==> src/rtl/nibbler_pkg.sv <==
`default_nettype none
// ============================================================================
//  Module   : nibbler_pkg
//  Purpose  : Shared constants for the Nibbler control sequencer: opcodes,
//             ALU select codes, control-word bit positions, state encoding.
//  Revision : 1.0  initial release
// ============================================================================
package nibbler_pkg;

    // Control word geometry
    localparam int CTL_W = 13;
    typedef logic [CTL_W-1:0] ctrl_word_t;

    // Opcodes (4-bit, taken straight from the fetch register)
    localparam logic [3:0] OP_JC   = 4'b0000;
    localparam logic [3:0] OP_JNC  = 4'b0001;
    localparam logic [3:0] OP_CMPI = 4'b0010;
    localparam logic [3:0] OP_CMPM = 4'b0011;
    localparam logic [3:0] OP_LIT  = 4'b0100;
    localparam logic [3:0] OP_IN   = 4'b0101;
    localparam logic [3:0] OP_LD   = 4'b0110;
    localparam logic [3:0] OP_ST   = 4'b0111;
    localparam logic [3:0] OP_JZ   = 4'b1000;
    localparam logic [3:0] OP_JNZ  = 4'b1001;
    localparam logic [3:0] OP_ADDI = 4'b1010;
    localparam logic [3:0] OP_ADDM = 4'b1011;
    localparam logic [3:0] OP_JMP  = 4'b1100;
    localparam logic [3:0] OP_OUT  = 4'b1101;
    localparam logic [3:0] OP_NORI = 4'b1110;
    localparam logic [3:0] OP_NORM = 4'b1111;

    // ALU function select codes
    localparam logic [2:0] ALU_PASSA = 3'b000;
    localparam logic [2:0] ALU_SUB   = 3'b001;
    localparam logic [2:0] ALU_PASSB = 3'b010;
    localparam logic [2:0] ALU_ADD   = 3'b011;
    localparam logic [2:0] ALU_NOR   = 3'b100;

    // Control-word bit positions
    localparam int CB_INCPC     = 12;
    localparam int CB_LOADPC    = 11;
    localparam int CB_LOADA     = 10;
    localparam int CB_LOADFLAGS = 9;
    localparam int CB_ALU_LSB   = 6;   // ALU_S occupies [8:6]
    localparam int CB_CSRAM     = 5;
    localparam int CB_WERAM     = 4;
    localparam int CB_OEALU     = 3;
    localparam int CB_OEIN      = 2;
    localparam int CB_OEOPRND   = 1;
    localparam int CB_LOADOUT   = 0;

    // Sequencer state encoding
    localparam logic [1:0] ST_FETCH = 2'b00;
    localparam logic [1:0] ST_EXEC  = 2'b01;
    localparam logic [1:0] ST_HALT  = 2'b10;

    // Control word with only the given single bit set
    function automatic ctrl_word_t ctl_bit(input int idx);
        ctrl_word_t w;
        w      = '0;
        w[idx] = 1'b1;
        return w;
    endfunction

    // Control word carrying only an ALU select code
    function automatic ctrl_word_t ctl_alu(input logic [2:0] sel);
        ctrl_word_t w;
        w                     = '0;
        w[CB_ALU_LSB +: 3]    = sel;
        return w;
    endfunction

endpackage : nibbler_pkg
`default_nettype wire

==> src/rtl/nibbler_decode.sv <==
`default_nettype none
// ============================================================================
//  Module   : nibbler_decode
//  Purpose  : Combinational opcode/flag decoder producing the control word
//             used during EXECUTE. The sequencer gates it by state.
//  Revision : 1.0  initial release
// ============================================================================
module nibbler_decode
    import nibbler_pkg::*;
(
    input  logic [3:0]        instr_i,
    input  logic              c_flag_i,
    input  logic              z_flag_i,
    output logic [CTL_W-1:0]  ctrl_o
);

    // Shorthand groups shared by several opcodes
    ctrl_word_t w_inc;
    ctrl_word_t w_jmp;
    ctrl_word_t w_ldacc;   // loadA + loadFlags
    assign w_inc   = ctl_bit(CB_INCPC);
    assign w_jmp   = ctl_bit(CB_LOADPC);
    assign w_ldacc = ctl_bit(CB_LOADA) | ctl_bit(CB_LOADFLAGS);

    // Opcode decode; conditional jumps pick loadPC or incPC, never both
    always_comb begin
        ctrl_o = '0;
        case (instr_i)
            OP_JC:   ctrl_o = c_flag_i  ? w_jmp : w_inc;
            OP_JNC:  ctrl_o = !c_flag_i ? w_jmp : w_inc;
            OP_JZ:   ctrl_o = z_flag_i  ? w_jmp : w_inc;
            OP_JNZ:  ctrl_o = !z_flag_i ? w_jmp : w_inc;
            OP_JMP:  ctrl_o = w_jmp;
            OP_CMPI: ctrl_o = w_inc | ctl_bit(CB_OEOPRND) | ctl_alu(ALU_SUB)
                            | ctl_bit(CB_LOADFLAGS);
            OP_CMPM: ctrl_o = w_inc | ctl_bit(CB_CSRAM) | ctl_alu(ALU_SUB)
                            | ctl_bit(CB_LOADFLAGS);
            OP_LIT:  ctrl_o = w_inc | ctl_bit(CB_OEOPRND) | ctl_alu(ALU_PASSB) | w_ldacc;
            OP_IN:   ctrl_o = w_inc | ctl_bit(CB_OEIN)    | ctl_alu(ALU_PASSB) | w_ldacc;
            OP_LD:   ctrl_o = w_inc | ctl_bit(CB_CSRAM)   | ctl_alu(ALU_PASSB) | w_ldacc;
            OP_ST:   ctrl_o = w_inc | ctl_bit(CB_CSRAM) | ctl_bit(CB_WERAM)
                            | ctl_bit(CB_OEALU) | ctl_alu(ALU_PASSA);
            OP_ADDI: ctrl_o = w_inc | ctl_bit(CB_OEOPRND) | ctl_alu(ALU_ADD) | w_ldacc;
            OP_ADDM: ctrl_o = w_inc | ctl_bit(CB_CSRAM)   | ctl_alu(ALU_ADD) | w_ldacc;
            OP_NORI: ctrl_o = w_inc | ctl_bit(CB_OEOPRND) | ctl_alu(ALU_NOR) | w_ldacc;
            OP_NORM: ctrl_o = w_inc | ctl_bit(CB_CSRAM)   | ctl_alu(ALU_NOR) | w_ldacc;
            OP_OUT:  ctrl_o = w_inc | ctl_bit(CB_OEALU) | ctl_alu(ALU_PASSA)
                            | ctl_bit(CB_LOADOUT);
            default: ctrl_o = '0;
        endcase
    end

endmodule : nibbler_decode
`default_nettype wire

==> src/rtl/nibbler_sequencer.sv <==
`default_nettype none
// ============================================================================
//  Module   : nibbler_sequencer
//  Purpose  : FETCH/EXECUTE control sequencer for the 4-bit Nibbler datapath
//             with run/halt/single-step control and a retired-instruction
//             counter.
//  Revision : 1.0  initial release
// ============================================================================
module nibbler_sequencer
    import nibbler_pkg::*;
#(
    parameter int CNT_W     = 16,
    parameter bit START_RUN = 1'b1
) (
    input  logic              clock_i,
    input  logic              reset_i,
    input  logic              run_i,
    input  logic              step_i,
    input  logic [3:0]        instr_i,
    input  logic              c_flag_i,
    input  logic              z_flag_i,
    output logic              phase_o,
    output logic              fetch_en_o,
    output logic [CTL_W-1:0]  control_o,
    output logic              halted_o,
    output logic [CNT_W-1:0]  instr_cnt_o
);

    localparam logic [1:0] RESET_STATE = START_RUN ? ST_FETCH : ST_HALT;

    logic [1:0]       state_q,  state_d;
    logic             step_q;
    logic             single_q, single_d;   // current instruction was step-initiated
    logic [CNT_W-1:0] cnt_q,    cnt_d;
    logic             step_rise;
    ctrl_word_t       exec_word;

    nibbler_decode u_decode (
        .instr_i  (instr_i),
        .c_flag_i (c_flag_i),
        .z_flag_i (z_flag_i),
        .ctrl_o   (exec_word)
    );

    assign step_rise = step_i & ~step_q;

    // Next-state logic: step edges only matter while halted; run wins over step
    always_comb begin
        state_d  = state_q;
        single_d = single_q;
        case (state_q)
            ST_FETCH: state_d = ST_EXEC;
            ST_EXEC: begin
                state_d  = (run_i && !single_q) ? ST_FETCH : ST_HALT;
                single_d = 1'b0;
            end
            ST_HALT: begin
                if (run_i) begin
                    state_d  = ST_FETCH;
                    single_d = 1'b0;
                end else if (step_rise) begin
                    state_d  = ST_FETCH;
                    single_d = 1'b1;
                end
            end
            default: begin
                state_d  = RESET_STATE;
                single_d = 1'b0;
            end
        endcase
    end

    // Retire one instruction at the end of every EXEC cycle (wraps)
    always_comb begin
        cnt_d = cnt_q;
        if (state_q == ST_EXEC) begin
            cnt_d = cnt_q + CNT_W'(1);
        end
    end

    // State, step-edge and counter registers
    always_ff @(posedge clock_i or posedge reset_i) begin
        if (reset_i) begin
            state_q  <= RESET_STATE;
            step_q   <= 1'b0;
            single_q <= 1'b0;
            cnt_q    <= '0;
        end else begin
            state_q  <= state_d;
            step_q   <= step_i;
            single_q <= single_d;
            cnt_q    <= cnt_d;
        end
    end

    // Moore outputs; enables are forced low while reset is held so the
    // datapath sees an all-quiet control word immediately
    always_comb begin
        fetch_en_o = (state_q == ST_FETCH) && !reset_i;
        phase_o    = (state_q == ST_EXEC)  && !reset_i;
        halted_o   = (state_q == ST_HALT);
        control_o  = '0;
        if (fetch_en_o) begin
            control_o = ctl_bit(CB_INCPC);
        end else if (phase_o) begin
            control_o = exec_word;
        end
    end

    assign instr_cnt_o = cnt_q;

endmodule : nibbler_sequencer
`default_nettype wire

==> config.mk <==
export PLATFORM = sky130hd
export DESIGN_NAME = nibbler_sequencer
export DESIGN_NICKNAME = d
export VERILOG_FILES = /design/src/rtl/nibbler_pkg.sv /design/src/rtl/nibbler_decode.sv /design/src/rtl/nibbler_sequencer.sv
export SDC_FILE = /design/constraint.sdc
export NUM_CORES = 1
export LEC_CHECK = 0
export ABC_AREA = 0
export CAP_MARGIN = 20
export CORE_MARGIN = 3
export CORE_UTILIZATION = 46
export CTS_BUF_LIST = sky130_fd_sc_hd__clkbuf_16
export CTS_CLUSTER_SIZE = 16
export DETAILED_ROUTE_END_ITERATION = 12
export PLACE_DENSITY = 0.83
export SKIP_CTS_REPAIR_TIMING = 1
export SYNTH_ARGS = -nofsm -noshare
export SYNTH_HDL_FRONTEND = slang
export SYNTH_SLANG_ARGS = --single-unit
==> constraint.sdc <==
create_clock -name clock_i -period 7.9 [get_ports clock_i]
set_input_delay 2.37 -clock clock_i [delete_from_list [all_inputs] [get_ports clock_i]]
set_output_delay 2.37 -clock clock_i [all_outputs]
set_load 0.01 [all_outputs]
# [After elaboration in Yosys (flattened, before gate mapping)]
# Cells that the tools add are included.
# W data, S select, Z words.
[word_totals] ff_bits=20 in_bits=10 out_inout_bits=32 word_cells=48
[classes] add_sub_neg=1 n_eq_ne=18 muxes=14 bitwise=3 reduce_logical=8
[ops] operator="$pmux W13 S16" count=1
[ops] operator="$mux W13" count=6
[ops] operator="$eq A4 B4 Y1 const B" count=8
[ops] operator="$add A16 B1 Y16 const B" count=1
[ops] operator="$eq A4 B3 Y1 const B" count=4
[ops] operator="$eq A4 B2 Y1 const B" count=2
[ops] operator="$mux W2" count=3
[ops] operator="$pmux W2 S3" count=1
[ops] operator="$eq A4 B1 Y1 const B" count=1
[ops] operator="$logic_not A4 Y1" count=1
[ops] operator="$logic_and A1 B1 Y1" count=3
[ops] operator="$ne A3 B2 Y1 const B" count=1
[ops] operator="$eq A2 B1 Y1 const B" count=1
[ops] operator="$eq A2 B2 Y1 const B" count=1
[ops] operator="$logic_not A1 Y1" count=2
[ops] operator="$logic_not A2 Y1" count=1
[ops] operator="$mux W1" count=2
[ops] operator="$not A1 Y1" count=2
[ops] operator="$pmux W1 S2" count=1
[ops] operator="$reduce_and A2 Y1" count=1
[ops] operator="$and A1 B1 Y1" count=1

# [Longest topological paths before layout]
[logic_depth] ltp_word=5 depth_mapped=6 ltp_nobuf=6

# [Cells and area by module]
# From an unflattened synthesis, not the netlist that was laid out.
[unflattened] cells_unflattened=118 hier_area_um2=1174.9
[by_module_without_submodules] mod="nibbler_sequencer" n_inst=1 cells_each=90 area_each_um2=978.4 seq_area_each_um2=500.5
[by_module_without_submodules] mod="nibbler_decode" n_inst=1 cells_each=28 area_each_um2=196.4 seq_area_each_um2=0.0

# [Least setup slack after synthesis]
# No wires, ideal clock.
[synth_path] path_type="input port to output port" startpoint="in reset_i" endpoint="out control_o[9]" arrival_ps=3613 required_time_ps=5530 path_slack_ps=1917 cell_stages=5 path_buffers=0 path_cell_list="inv_1 nand2_1 inv_1 o21ai_0 a31oi_1"
[synth_between] elab_chain_cells=4 word_cells_on_any_way=5 cone_classes="mux: 2; reduce/logical: 3"
[synth_rtl] element="start: declaration" line="nibbler_sequencer.sv:16" source="input logic reset_i,"
[synth_rtl] element="$logic_not A1 Y1" line="nibbler_sequencer.sv:100" source="phase_o = (state_q == ST_EXEC) && !reset_i;"
[synth_rtl] element="$logic_and A1 B1 Y1" line="nibbler_sequencer.sv:100"
[synth_rtl] element="named net phase_o" line="nibbler_sequencer.sv:22" source="output logic phase_o,"
[synth_rtl] element="$mux W13" line="nibbler_sequencer.sv:105" source="end else if (phase_o) begin"
[synth_rtl] element="$mux W13" line="nibbler_sequencer.sv:103" source="if (fetch_en_o) begin"
[synth_rtl] element="end: declaration" line="nibbler_sequencer.sv:24" source="output logic [CTL_W-1:0] control_o,"
# The timed path passes the listed nets, and every way through them passes these cells.

# [Final worst setup path]
[layout_path] startpoint="in reset_i" endpoint="out control_o[9]"
[layout_between] elab_chain_cells=4 word_cells_on_any_way=5 cone_classes="mux: 2; reduce/logical: 3"
[layout_rtl] element="$logic_not A1 Y1 (*)" line="nibbler_sequencer.sv:99, nibbler_sequencer.sv:100"
[layout_rtl] element="$logic_and A1 B1 Y1" line="nibbler_sequencer.sv:100"
[layout_rtl] element="$mux W13" line="nibbler_sequencer.sv:105"
[layout_rtl] element="$mux W13 (*)" line="nibbler_sequencer.sv:103"
# Mark *: on every way between the ends. The rest lies on a longest branch, timed or not.

==> results.sh <==
export IMPL_critPathRequiredTime_ns=5.53
export IMPL_nNetsFinal=169
export IMPL_synth_top_area_share_pct=45.0
export IMPL_hpwlAfterDp_um=1770
export IMPL_synthCells=115
export IMPL_drc=0
export IMPL_final_cell_count_no_fill=185
export IMPL_vias_per_cell=5.31
export IMPL_die_w_um=55.1
export IMPL_grt_total_usage_pct=18.1
export IMPL_placed_cells=181
export IMPL_antenna_cells=0
export IMPL_dr_pass1_iters=4
export IMPL_async_reset_ff_share_pct=100
export IMPL_synth_area_leaders="dfrtp_1 45%, xnor2_1 11%, nand2_1 5.7%"
export IMPL_wl_per_cell_um=13.4
export IMPL_fmax_ghz=0.150
export IMPL_synth_ff_type="dfrtp_1"
export IMPL_yosys_area_top_type="dfrtp_1"
export IMPL_reg2reg_depth=4
export IMPL_worst_path_max_fanout=21
export IMPL_rsz0062_at_grt="no"
export IMPL_syn_num_nets=126
export IMPL_grt_overflow=0
export IMPL_syn_area_um2=1110
export IMPL_period_share_pct=84.5
export IMPL_setup_viol=0
export IMPL_antenna_found_initial=0
export IMPL_finalSetupTns_ns=0
export IMPL_finalCriticalPeriod_ns=6.68
export IMPL_max_slew_margin_pct=72.0
export IMPL_yosysWarningCount=0
export IMPL_synth_edff_count=0
export IMPL_p_leak_nw=0.702
export IMPL_place_gp_congestion=0.706
export IMPL_grt_pass1_wl_um=3890
export IMPL_syn_area_per_cell_um2=9.66
export IMPL_tightest_slew_ns=0.418
export IMPL_finClkSkew_ns=0.00243
export IMPL_ctsLongestPathBuffers=2
export IMPL_clock_sinks=20
export IMPL_rows=17
export IMPL_path_cells="clkdlybuf4s50_1, inv_1, buf_4, nand2_1, inv_1, o21ai_0, a31oi_1, clkdlybuf4s50_1"
export IMPL_drive_gt1_share_pct=7.01
export IMPL_yosysSeqAreaShare_pct=45.0
export IMPL_cp_end_kind="primary output"
export IMPL_slew_viol_final=0
export IMPL_status="finished clean"
export IMPL_crit_path_top_delay_cell="clkdlybuf4s50_1"
export IMPL_worst_setup_path_type="in2out"
export IMPL_synth_seq_cells=20
export IMPL_vias=983
export IMPL_ys_types=34
export IMPL_slowest_delay_ns=0.56
export IMPL_cts_buffers=3
export IMPL_clock_latency_ns=0.25
export IMPL_arrival_ns=4.31
export IMPL_cts_tree="yes"
export IMPL_fin_worst_hold_slack_ns=0.499
export IMPL_max_cap_violations=0
export IMPL_startpoint_type="input pin"
export IMPL_grt_max_degree=22
export IMPL_crit_end="control_o[9]"
export IMPL_hold_path_class="reg2reg"
export IMPL_place_area_um2=1540
export IMPL_syn2layout_area_growth_pct=47.9
export IMPL_finalHoldViolations=0
export IMPL_design_area_um2=1640
export IMPL_reg2reg_to="instr_cnt_o[15]"
export IMPL_wl_um=2480
export IMPL_io_pins=42
export IMPL_powerDensity_nw_per_um2=275
export IMPL_start_util_pct=49.3
export IMPL_path_clk_slew_ns=0.06
export IMPL_core_area_um2=2250
export IMPL_ant_nets=0
export IMPL_htree_num_levels=1
export IMPL_numPortBuffers=41
export IMPL_vdd_drop_max_v=0.000174
export IMPL_ys_top_cells_by_count="20 x dfrtp_1, 17 x nand2_1, 14 x xnor2_1, 12 x nor2_1, 6 x inv_1"
export IMPL_crit_start="reset_i"
export IMPL_drt_iter0_drc=23
export IMPL_dieArea_um2=3040
export IMPL_grt_pass1_vias=945
export IMPL_die_y_um=55.1
export IMPL_yosysMostFrequentCell="dfrtp_1"
export IMPL_r2r_start="state_q[1]"
export IMPL_root_buffer="clkbuf_16"
export IMPL_r2r_slack_ns=6.34
==> where the power goes <==
group | switching (mW) | internal, mW
clock network | 0.0370 | 0.100
logic | 0.0678 | 0.0842
registers | 0.0384 | 0.124
==> registers in the layout (all words and copies together), names as in the netlist <==
register and flops:
step_q 1, state_q 2, instr_cnt_o 16, single_q 1
==> worst max-delay path, delay by kind of cell <==
family | cells | cell delay (ns)
compound gates | 2 | 0.25
buf+inv | 5 | 1.46
simple gates | 1 | 0.22
==> cells in the final DEF, fill, tap and decap left out, types with 2 or more instances in the layout <==
cell type,n
a21oi_1,3
nand2b_1,2
xor2_1,4
nor2_1,12
nor2b_1,3
inv_1,6
nand2_1,17
dfrtp_1,20
nand3_1,4
clkbuf_16,3
clkdlybuf4s50_1,41
xnor2_1,14
nand4_1,3
nor3_1,4
==> per-layer routing <==
metal / share of wire [%] / vias up / GRT usage [%]
met2: 47 / 41 / 32.5
met4: 1.8 / 0 / 7.29
met5: 0 / - / 0
met3: 8.6 / 4 / 5.63
li1: - / 472 / -
met1: 42 / 466 / 19.7
==> per-stage QoR <==
step,utilization [%],worst slack (ns),power [mW]
final,72.9,1.22,0.452
after global routing,72.9,1.03,0.475
after CTS,72.9,1.19,0.454
after detailed placement,68.2,1.20,0.313
after global placement,68.2,1.26,0.310
after floorplan,-,1.92,0.245
==> logic make-up (layout without fill, tap and decap cells) <==
| kind of cell | Yosys count | count (layout) | synth area share, % |
|---|---|---|---|
| buf+inv | 10 | 52 | 4.39 |
| xor+xnor | 18 | 18 | 14.2 |
| simple gates | 56 | 56 | 29.3 |
| flops | 20 | 20 | 45.0 |
| fa+ha+maj | 1 | 1 | 1.13 |
| compound gates | 10 | 10 | 5.97 |
==> worst min path at each step <==
stage / depth (start not counted) / slack, ns / startpoint / end
CTS: 1 / 0.50 / instr_cnt_o[14] / instr_cnt_o[14]
floorplan: 1 / 0.51 / instr_cnt_o[15] / instr_cnt_o[15]
global route: 1 / 0.52 / instr_cnt_o[15] / instr_cnt_o[15]
detailed placement: 1 / 0.49 / instr_cnt_o[14] / instr_cnt_o[14]
finish: 1 / 0.50 / instr_cnt_o[14] / instr_cnt_o[14]
global placement: 1 / 0.46 / instr_cnt_o[15] / instr_cnt_o[15]
==> area by class of cell <==
type | count | area [µm²]
Fill cell | 175 | 612
Multi-Input combinational cell | 85 | 562
Sequential cell | 20 | 500
Timing Repair Buffer | 42 | 418
Clock buffer | 3 | 75.1
Tap cell | 28 | 35.0
Clock inverter | 1 | 30.0
Inverter | 6 | 22.5
Power figures use the tool's default switching activity.
